File: src/rtl/hack_pkg.sv
// Shared definitions for the Hack CPU front end: FSM encoding, jump-field codes
// and instruction bit positions used by fetch and execute.
package hack_pkg;

    typedef enum logic [1:0] {
        IDLE  = 2'd0,
        FETCH = 2'd1,
        HOLD  = 2'd2,
        HALT  = 2'd3
    } state_e;

    localparam logic [1:0] ST_IDLE  = 2'd0;
    localparam logic [1:0] ST_FETCH = 2'd1;
    localparam logic [1:0] ST_HOLD  = 2'd2;
    localparam logic [1:0] ST_HALT  = 2'd3;

    localparam logic [2:0] JGT = 3'b001;
    localparam logic [2:0] JEQ = 3'b010;
    localparam logic [2:0] JGE = 3'b011;
    localparam logic [2:0] JLT = 3'b100;
    localparam logic [2:0] JNE = 3'b101;
    localparam logic [2:0] JLE = 3'b110;
    localparam logic [2:0] JMP = 3'b111;

    localparam int unsigned C_BIT   = 15;
    localparam int unsigned JMP_LSB = 0;

endpackage

File: src/rtl/hack_jump_cond.sv
// Combinational Hack jump-condition evaluator; shared by fetch and execute stages.
module hack_jump_cond
    import hack_pkg::*;
#(
    parameter int WIDTH = 16
) (
    input  logic [WIDTH-1:0] instr,
    input  logic             zr,
    input  logic             ng,
    output logic             taken
);

    logic       is_c;
    logic [2:0] j;
    logic       unused_bits;

    assign is_c        = instr[C_BIT];
    assign j           = instr[JMP_LSB +: 3];
    assign unused_bits = ^instr;

    // A-instructions never jump, regardless of their low bits.
    assign taken = is_c & ((j[2] & ng) | (j[1] & zr) | (j[0] & ~ng & ~zr));

endmodule

File: src/rtl/hack_pc_fetch.sv
// Hack CPU program counter and fetch stage: ROM req/ack in, valid/ready out.
// Optional tight-loop halt detection is enabled by defining HACK_PC_HALT_DETECT_EN.
module hack_pc_fetch
    import hack_pkg::*;
#(
    parameter int               WIDTH      = 16,
    parameter logic [WIDTH-1:0] RESET_ADDR = '0
) (
    input  logic             clk,
    input  logic             rst_n,
    output logic [WIDTH-1:0] rom_addr,
    output logic             rom_req,
    input  logic             rom_ack,
    input  logic [WIDTH-1:0] rom_data,
    output logic [WIDTH-1:0] instr,
    output logic             instr_valid,
    input  logic             instr_ready,
    input  logic [WIDTH-1:0] a_in,
    input  logic             zr,
    input  logic             ng,
    input  logic             restart,
    output logic             halted,
    output logic [1:0]       dbg_state
);

    // Handshakes: ROM transfers when rom_req & rom_ack; an instruction retires when
    // instr_valid & instr_ready. Both sides hold address/data stable until transfer.
    logic [1:0]       state_q, state_d;
    logic [WIDTH-1:0] pc_q, pc_d;
    logic [WIDTH-1:0] instr_q, instr_d;
    logic             taken;
    logic             halt_hit;

    hack_jump_cond #(.WIDTH(WIDTH)) u_jump_cond (
        .instr (instr_q),
        .zr    (zr),
        .ng    (ng),
        .taken (taken)
    );

`ifdef HACK_PC_HALT_DETECT_EN
    logic halted_q, halted_d;

    assign halt_hit = instr_q[C_BIT] && (instr_q[JMP_LSB +: 3] == JMP) && (a_in == pc_q);
    assign halted   = halted_q;
`else
    assign halt_hit = 1'b0;
    assign halted   = 1'b0;
`endif

    always_comb begin
        state_d = state_q;
        pc_d    = pc_q;
        instr_d = instr_q;
`ifdef HACK_PC_HALT_DETECT_EN
        halted_d = halted_q;
`endif
        case (state_q)
            ST_IDLE: state_d = ST_FETCH;
            ST_FETCH: begin
                if (rom_ack) begin
                    instr_d = rom_data;
                    state_d = ST_HOLD;
                end
            end
            ST_HOLD: begin
                if (instr_ready) begin
                    state_d = ST_FETCH;
                    if (restart) begin
                        pc_d = RESET_ADDR;
                    end else if (halt_hit) begin
`ifdef HACK_PC_HALT_DETECT_EN
                        halted_d = 1'b1;
                        state_d  = ST_HALT;
`endif
                    end else if (taken) begin
                        pc_d = a_in;
                    end else begin
                        pc_d = pc_q + {{(WIDTH-1){1'b0}}, 1'b1};
                    end
                end
            end
`ifdef HACK_PC_HALT_DETECT_EN
            ST_HALT: begin
                if (restart) begin
                    pc_d     = RESET_ADDR;
                    halted_d = 1'b0;
                    state_d  = ST_FETCH;
                end
            end
`endif
            default: state_d = ST_IDLE;
        endcase
    end

    always_ff @(posedge clk or negedge rst_n) begin
        if (!rst_n) begin
            state_q <= ST_IDLE;
            pc_q    <= RESET_ADDR;
            instr_q <= '0;
        end else begin
            state_q <= state_d;
            pc_q    <= pc_d;
            instr_q <= instr_d;
        end
    end

`ifdef HACK_PC_HALT_DETECT_EN
    always_ff @(posedge clk or negedge rst_n) begin
        if (!rst_n) begin
            halted_q <= 1'b0;
        end else begin
            halted_q <= halted_d;
        end
    end
`endif

    assign rom_addr    = pc_q;
    assign rom_req     = (state_q == ST_FETCH);
    assign instr       = instr_q;
    assign instr_valid = (state_q == ST_HOLD);
    assign dbg_state   = state_q;

endmodule

File: config.mk
export PLATFORM = sky130hd
export DESIGN_NAME = hack_pc_fetch
export DESIGN_NICKNAME = d
export VERILOG_FILES = /design/src/rtl/hack_pkg.sv /design/src/rtl/hack_jump_cond.sv /design/src/rtl/hack_pc_fetch.sv
export SDC_FILE = /design/constraint.sdc
export NUM_CORES = 1
export LEC_CHECK = 0
export CAP_MARGIN = 15
export CORE_MARGIN = 1.5
export CORE_UTILIZATION = 30
export DETAILED_ROUTE_END_ITERATION = 7
export GPL_TIMING_DRIVEN = 1
export PLACE_DENSITY = 0.68
export SKIP_CTS_REPAIR_TIMING = 1
export SLEW_MARGIN = 40
export SYNTH_ARGS = -nofsm -noshare
export SYNTH_HDL_FRONTEND = slang
export SYNTH_HIERARCHICAL = 1
export SYNTH_SLANG_ARGS = --single-unit
export TNS_END_PERCENT = 50
File: constraint.sdc
create_clock -name clk -period 3.1 [get_ports clk]
set_input_delay 0.62 -clock clk [delete_from_list [all_inputs] [get_ports clk]]
set_output_delay 0.62 -clock clk [all_outputs]
set_load 0.01 [all_outputs]
Yosys cells after proc, flatten, opt, wreduce, memory -nomap -nowiden
Index checks and enable logic that the tools add are counted.
Operators by class
  add/sub/neg operators: 1
  reductions and logical operators: 4
  equality and inequality tests: 4
  multiplexer cells: 5
  shift operators: 0
  bitwise gates (word level): 9
  divide/modulo/power cells: 0
  multipliers: 0
  magnitude comparators: 0
Operators with widths (count)
  16-bit 2-to-1 mux: 2
  16-bit by 1-bit adder with 16-bit output (second input constant): 1
  2-bit one-hot mux with 3 select lines: 1
  2-bit AND reduction: 3
  1-bit bitwise AND: 5
  2-bit 2-to-1 mux: 2
  2-bit by 1-bit != test with 1-bit output (second input constant): 2
  2-bit by 1-bit == test with 1-bit output (second input constant): 1
  2-bit == test (second input constant): 1
  2-bit logical NOT: 1
  1-bit NOT: 2
  1-bit OR: 2
Storage, ports and cells
  bits in read-only memories: 0
  input bits: 39
  memories kept: 0
  bits in latches: 0
  output and inout bits: 37
  flip-flop bits (word level): 34
  memory bits (writable): 0
  word-level logic and storage cells: 26

Longest topological paths before layout
Gate-level depths: netlist of the first run.
  word-level depth: 7
  gate-level depth with buffers: 7
  mapped depth without buffers: 6

By module
Netlist of the first run, hierarchy kept.
By module, submodules not included
  hack_pc_fetch: cells each 171, area each 1830.5 µm², seq. area each 850.8 µm², instances 1
  hack_jump_cond: cells each 3, area each 23.8 µm², seq. area each 0.0 µm², instances 1

Worst setup path after synthesis of the first run
OpenSTA, ideal clock, no wires.
  kind: input -> register
  from: input port ng
  to: register pc_q[11], in the netlist rom_addr[11]
  stages on the path: 6
  required time: 3022 ps
  path buffers: 2
  arrival: 1816 ps
  setup time: 78 ps
  path slack: 1206 ps
  path through: or3b_1 > a21boi_1 > buf_2 > buf_2 > a22oi_1 > o2bb2ai_1
On the way
  longest elaborated chain between the ends: 7
  elaborated cells between the ends (all ways): 9
  classes of those cells: mux: 2; bitwise: 7
Ends and longest elaborated chain
  start, declared: line hack_pc_fetch.sv:20  | input logic ng,
  1-bit NOT: line hack_jump_cond.sv:22  | assign taken = is_c & ((j[2] & ng) | (j[1] & zr) | (j[0] & ~ng & ~zr));
  1-bit bitwise AND (2 in series): line hack_jump_cond.sv:22
  1-bit OR (*): line hack_jump_cond.sv:22
  1-bit bitwise AND (*): line hack_jump_cond.sv:22
  named net taken: line hack_pc_fetch.sv:31  | logic taken;
  16-bit 2-to-1 mux (*): line hack_pc_fetch.sv:76  | end else if (taken) begin
  16-bit 2-to-1 mux (*): line hack_pc_fetch.sv:69  | if (restart) begin
  end signal, assigned: line hack_pc_fetch.sv:103  | pc_q <= pc_d;
  end, declared: line hack_pc_fetch.sv:29  | logic [WIDTH-1:0] pc_q, pc_d;
Mark *: on every way through the listed nets, which the timed path passes. The rest lies on a longest branch.
A chain may end at the register's enable or synchronous reset.

Worst setup path after layout of the first run
  from: register state_q[1], in the netlist dbg_state[1]
  to: output port instr_valid
On the way
  longest elaborated chain between the ends: 1
Ends and longest elaborated chain
  start, declared: line hack_pc_fetch.sv:28  | logic [1:0] state_q, state_d;
  start signal, assigned: line hack_pc_fetch.sv:102  | state_q <= state_d;
  2-bit == test: line hack_pc_fetch.sv:121  | assign instr_valid = (state_q == ST_HOLD);
  end, declared: line hack_pc_fetch.sv:16  | output logic instr_valid,
Every way passes these cells.

==> out/results.txt, run 1 <==
outcome: complete, no violations
CP Launch Point: dbg_state[1]
All-Layer GR Usage: 15.49%
R2R Setup Slk: 1.37 ns
DRC: 0
RR Endpoint: rom_addr[5]
RR Startpoint: instr[0]
metal3 WL: 426 um
Core Region: 5956 um2
final critical-path required period: 2.165 ns
Final GP Congestion: 0.8271
GRT overflow: 0
Die ar.: 6662 um2
power per cell area: 881.2 nW/um2
Worst R2R Path Depth: 7
Final Cycle Share: 69.85%
final hold vios: 0
first-pass GRT wire length: 7797 um
Post-synth top cells: 34 x dfrtp_1, 16 x mux2_2, 15 x o21ai_0
Starting DRT DRC Count: 102
mapped cell area: 1854 um2
Max Clock Freq: 461.8 MHz
adder-cell share of the synthesized area: 0.6748%
Rel. slew slack: 62.30%
Sink Count: 34
CP endpoint: instr_valid
count of cell types in the netlist: 43
Post-Synthesis Cells: 174
M1 WL: 2048 um
Die Ht: 81.62 um
Chip Width: 81.62 um
met2 wire len: 2174 um
synth top area cells: dfrtp_1 46%, mux2_2 9.7%, o21ai_0 4.0%
Vias/cell: 5.098
antenna violation net count after detailed routing: 0
final setup TNS: 0 ns
Initial Util: 31.13%
Clock Tree Buf Depth: 2
Synth Area in Compound Gates: 17.75%
TritonCTS clock tree: done
EDFF count, synth: 0
average wire per standard cell: 14.44 um
top sig layer: met4
critical path capture point type: primary output
Synth top area share: 45.88%
Vias: 1657
count leader, synth: dfrtp_1
Clock Latency Late Sink: 0.29 ns
RSZ-0062 raised after global routing: false
Worst Path Arrival: 1.55 ns
io pins: 76
Slew Viols, Final: 0
number of H-tree levels: 2
initial antenna violation count: 0
# rows: 28
final net count: 289
Crit Path Max Fanout: 7
pin slew with the least headroom to its limit: 0.5655 ns
Peak supply drop: 0.4116 mV
clock root buffer: clkbuf_8
Yosys reg bits: 34
layout overhead on the synthesized area: 49.26%
Tot Pwr: 2.439 mW
CP required: 2.48 ns
final core occ: 46.47%
post-synthesis mux area share: 10.26%
Num CTS Buffers: 5
Antenna Cells: 0
xor and xnor area share after synthesis: 0%
largest family of logic cells by synthesized area: simple AND/OR/NAND/NOR gates
min-delay worst type: in2async
pin count of the biggest net entering global routing: 22
syn avg cell area: 10.66 um2
Max-Cap Viols: 0
Setup CP Type: reg2out
ys flop type: dfrtp_1
vias in the first global route: 1702
Post-Syn Nets: 214
fillers: 580
DR pass1 iterations: 4
Hold Slack: 0.2409 ns
clk slew on worst S/H paths: 0.07 ns
Final HPWL DP: 3459 um
final setup violation count: 0
Seq/Total Area, Yosys: 45.88%
ys async rst share: 100.0%
CP Launch Type: register
Lkg Pwr: 1.071 nW
total of warnings raised by yosys: 6
drt total wl: 4694 um
Setup Skew: 0.005318 ns
leading area contributor after synthesis: dfrtp_1
# port buffers: 74
layout cells sized above 1: 16.40%
Synth Area in Simple Gates: 21.52%
## area by class of cell
class / instances / area (um2) / share of cell area [%]
Timing Repair Buffer: 77 / 778.2 / 28.12
Clock inverter: 1 / 5.005 / 0.1808
Multi-Input combinational cell: 127 / 938.4 / 33.91
Tap cell: 75 / 93.84 / 3.391
Sequential cell: 34 / 850.8 / 30.74
Clock buffer: 7 / 86.33 / 3.119
Inverter: 4 / 15.01 / 0.5425
## metal layers
layer / global-route usage (%) / vias to the layer above
met2: 24.71 / 68
met4: 5.932 / 0
met1: 18.78 / 786
li1: - / 798
met5: 0 / -
met3: 6.111 / 5
## critical path, stage by stage, from the launching register on
cell	delay, ns
dfrtp_1	0.50
nor2b_1	0.21
clkdlybuf4s50_1	0.55
## report_power, final
group	internal (mW)	switching (mW)	leakage [nW]
sequential	0.657	0.266	0.424
combinational	0.703	0.475	0.598
clock	0.179	0.159	0.0482
total	1.54	0.900	1.07
## worst min path at each step
| stage | to | cells past startpoint | from | slack, ns |
|---|---|---|---|---|
| after floorplan | dbg_state[0] | 0 | rst_n | 0.32 |
| after global routing | rom_addr[11] | 1 | rst_n | 0.27 |
| after detailed placement | instr[11] | 1 | instr[11] | 0.50 |
| after global placement | instr[9] | 1 | instr[9] | 0.49 |
| after CTS | rom_addr[2] | 1 | rst_n | 0.25 |
| final | rom_addr[2] | 1 | rst_n | 0.24 |
## layout by cell type, fill, tap and decap left out, types with 2 or more instances in the layout
| master | Yosys | final |
|---|---|---|
| o21ai_0 | 15 | 15 |
| inv_1 | 4 | 4 |
| a21oi_1 | 12 | 12 |
| nand3_1 | 4 | 4 |
| nor2_1 | 9 | 9 |
| o22ai_1 | 2 | 2 |
| buf_4 | 1 | 2 |
| nand4_4 | 3 | 3 |
| and3b_1 | 2 | 2 |
| o2bb2ai_1 | 8 | 8 |
| nor3_1 | 7 | 7 |
| clkdlybuf4s50_1 | 0 | 73 |
| nor4_1 | 5 | 5 |
| nand3b_1 | 2 | 2 |
| dfrtp_1 | 34 | 34 |
| clkbuf_8 | 0 | 6 |
| nand2_1 | 12 | 12 |
| a22oi_1 | 6 | 6 |
| mux2_2 | 16 | 16 |
## flip-flops by register name, summed over array words and instances, names as in the netlist
name	count
dbg_state	2
instr	16
rom_addr	16
## stage by stage
stage          std cells  setup slack [ns]  cell area (um2)
2_1_floorplan        174             1.206             1854
3_3_place_gp         316            0.6800             2649
3_5_place_dp         317            0.6425             2676
4_1_cts              325            0.9426             2768
5_1_grt              325            0.8073             2768
6_report             325            0.9348             2768
## logic make-up after synthesis
group	Yosys count
fa+ha+maj	1
other cells	1
simple gates	58
buf+inv	13
compound gates	50
flops	34
mux	17
Power figures use the tool's default switching activity.
==> run 2: changes to the inputs <==
- PLACE_DENSITY: 0.68 -> 0.71
- clock period: 3.1 -> 1.9 ns (I/O delays scaled with it)
==> out/results.txt, run 2 (synthesized netlist as in run 1, its figures left out) <==
CP peak stage delay: 0.54 ns (about the same)
CP delay by family, top: buffers and inverters
Antenna Cells: 0 (unchanged)
Die Ht: 81.62 um (unchanged)
CP endpoint: instr_valid
# port buffers: 74 (unchanged)
Starting DRT DRC Count: 85 (-17%)
GRT overflow: 0 (unchanged)
CP required: 1.52 ns (-0.96 ns)
Clock Tree Buf Depth: 2 (unchanged)
final worst setup slack: 0.06198 ns (-0.8728 ns)
Max-Cap Viols: 0 (unchanged)
final setup TNS: 0 ns (unchanged)
RR Endpoint: rom_addr[12]
pre-CTS WS: -0.2843 ns (-0.9268 ns)
All-Layer GR Usage: 15.67% (+0.18 points)
Peak supply drop: 0.6910 mV (+68%)
Sink Count: 34 (unchanged)
# rows: 28 (unchanged)
first-pass GRT wire length: 7872 um (+0.96%)
Max Clock Freq: 544.1 MHz
fillers: 581 (+0.17%)
Vias/cell: 5.214 (+2.3%)
average wire per standard cell: 14.74 um (+2.1%)
Crit Path Max Fanout: 7 (unchanged)
clk slew on worst S/H paths: 0.08 ns (about the same)
Crit-path slowest cell: clkdlybuf4s50_1
clock root buffer: clkbuf_8
number of H-tree levels: 2 (unchanged)
Final Cycle Share: 96.74%
Lkg Pwr: 1.111 nW (+3.8%)
R2R Setup Slk: 0.24 ns (-1.13 ns)
Final HPWL DP: 3436 um (-0.68%)
Setup CP Type: reg2out
CP Launch Point: dbg_state[1]
io pins: 76 (unchanged)
Worst R2R Path Depth: 6 (-1)
pin count of the biggest net entering global routing: 35 (+59%)
Initial Util: 31.13% (unchanged)
WP buf/inv: 1 (unchanged)
DRC: 0 (unchanged)
DR pass1 iterations: 4 (unchanged)
final hold vios: 0 (unchanged)
final critical-path required period: 1.838 ns
fin area: 2838 um2 (+2.5%)
min-delay worst type: in2async
initial antenna violation count: 0 (unchanged)
Chip Width: 81.62 um (unchanged)
Tot Pwr: 4.326 mW (+77%)
power per cell area: 1524 nW/um2 (+73%)
vias in the first global route: 1694 (-0.47%)
drt total wl: 4820 um (+2.7%)
critical path capture point type: primary output
RSZ-0062 raised after global routing: true
layout cells sized above 1: 19.05% (+2.6 points)
Slew Viols, Final: 0 (unchanged)
Worst Path Arrival: 1.46 ns (-0.09 ns)
CP Launch Type: register
Die ar.: 6662 um2 (unchanged)
final setup violation count: 0 (unchanged)
CP cell instances: nor2b_2, clkdlybuf4s50_1
RR Startpoint: instr[0]
antenna violation net count after detailed routing: 0 (unchanged)
Setup Skew: 0.006806 ns (+0.001489 ns)
TritonCTS clock tree: done
Core Region: 5956 um2 (unchanged)
outcome: complete, no violations
Clock Latency Late Sink: 0.30 ns (about the same)
most common cell after layout, fill and taps aside: clkdlybuf4s50_1
layout overhead on the synthesized area: 53.04%
Vias: 1705 (+2.9%)
Num CTS Buffers: 5 (unchanged)
final net count: 291 (+0.69%)
most frequent cells in the layout: 72 x clkdlybuf4s50_1, 32 x dfrtp_1, 16 x mux2_2
Final GP Congestion: 0.8311 (+0.48%)
Crit path depth: 2 (unchanged)
placed inst area: 2671 um2 (-0.19%)
-- run 2: cell types whose count changed in the layout (fill, tap and decap cells not counted), moves of 2 or more --
cell       change
dfrtp_1        -2
buf_4          +2
dfrtp_2        +2
bufinv_16      +2
-- run 2: per-stage QoR --
stage               hold slack, ns  std cells  util (%)
finish                      0.1114        327     47.65
global route                0.1483        327     47.65
floorplan                  0.08441        174         -
CTS                         0.1245        327     47.25
global placement            0.4438        319     44.85
detailed placement          0.4496        319     44.85
-- run 2: layout make-up --
cell class / count / area, um2 / area share (%)
inverter: 4 / 15.01 / 0.5291
multi-input combinational: 127 / 953.4 / 33.60
tap: 75 / 93.84 / 3.307
sequential: 34 / 853.3 / 30.07
timing repair buffer: 79 / 779.5 / 27.47
clock buffer: 6 / 82.58 / 2.910
clock inverter: 2 / 60.06 / 2.116
-- run 2: routing by layer --
| layer | wire length [um] | vias up | GRT usage, % |
|---|---|---|---|
| met2 | 2278 | 76 | 24.79 |
| met5 | 0 | - | 0 |
| met3 | 523 | 10 | 6.889 |
| li1 | - | 805 | - |
| met1 | 1937 | 814 | 18.33 |
| met4 | 80 | 0 | 6.949 |
-- run 2: worst min path at each step --
stage	endpoint	slack (ns)	depth (start not counted)
2_1_floorplan	dbg_state[0]	0.08	0
3_3_place_gp	rom_addr[4]	0.44	2
3_5_place_dp	rom_addr[4]	0.45	2
4_1_cts	dbg_state[1]	0.12	2
5_1_grt	dbg_state[1]	0.15	2
6_report	rom_addr[5]	0.11	2
-- run 2: where the power goes --
part / total, mW / switching, mW / internal, mW
combinational: 1.97 / 0.796 / 1.17
sequential: 1.51 / 0.433 / 1.08
clock: 0.848 / 0.288 / 0.560
total: 4.33 / 1.52 / 2.81
-- run 2: worst register-to-register path, delay by kind of cell (launching register included) --
family                 cells  cell delay [ns]
AOI/OAI and AO/OA          3             0.49
and+or+nand+nor            2             0.47
DFF                        1             0.36
buffers and inverters      1             0.21
==> run 3: changes to the inputs <==
- GPL_TIMING_DRIVEN: 1 -> not set
==> results of run 3 <==
The final DEF is identical to that of run 2; final timing and power are the same.
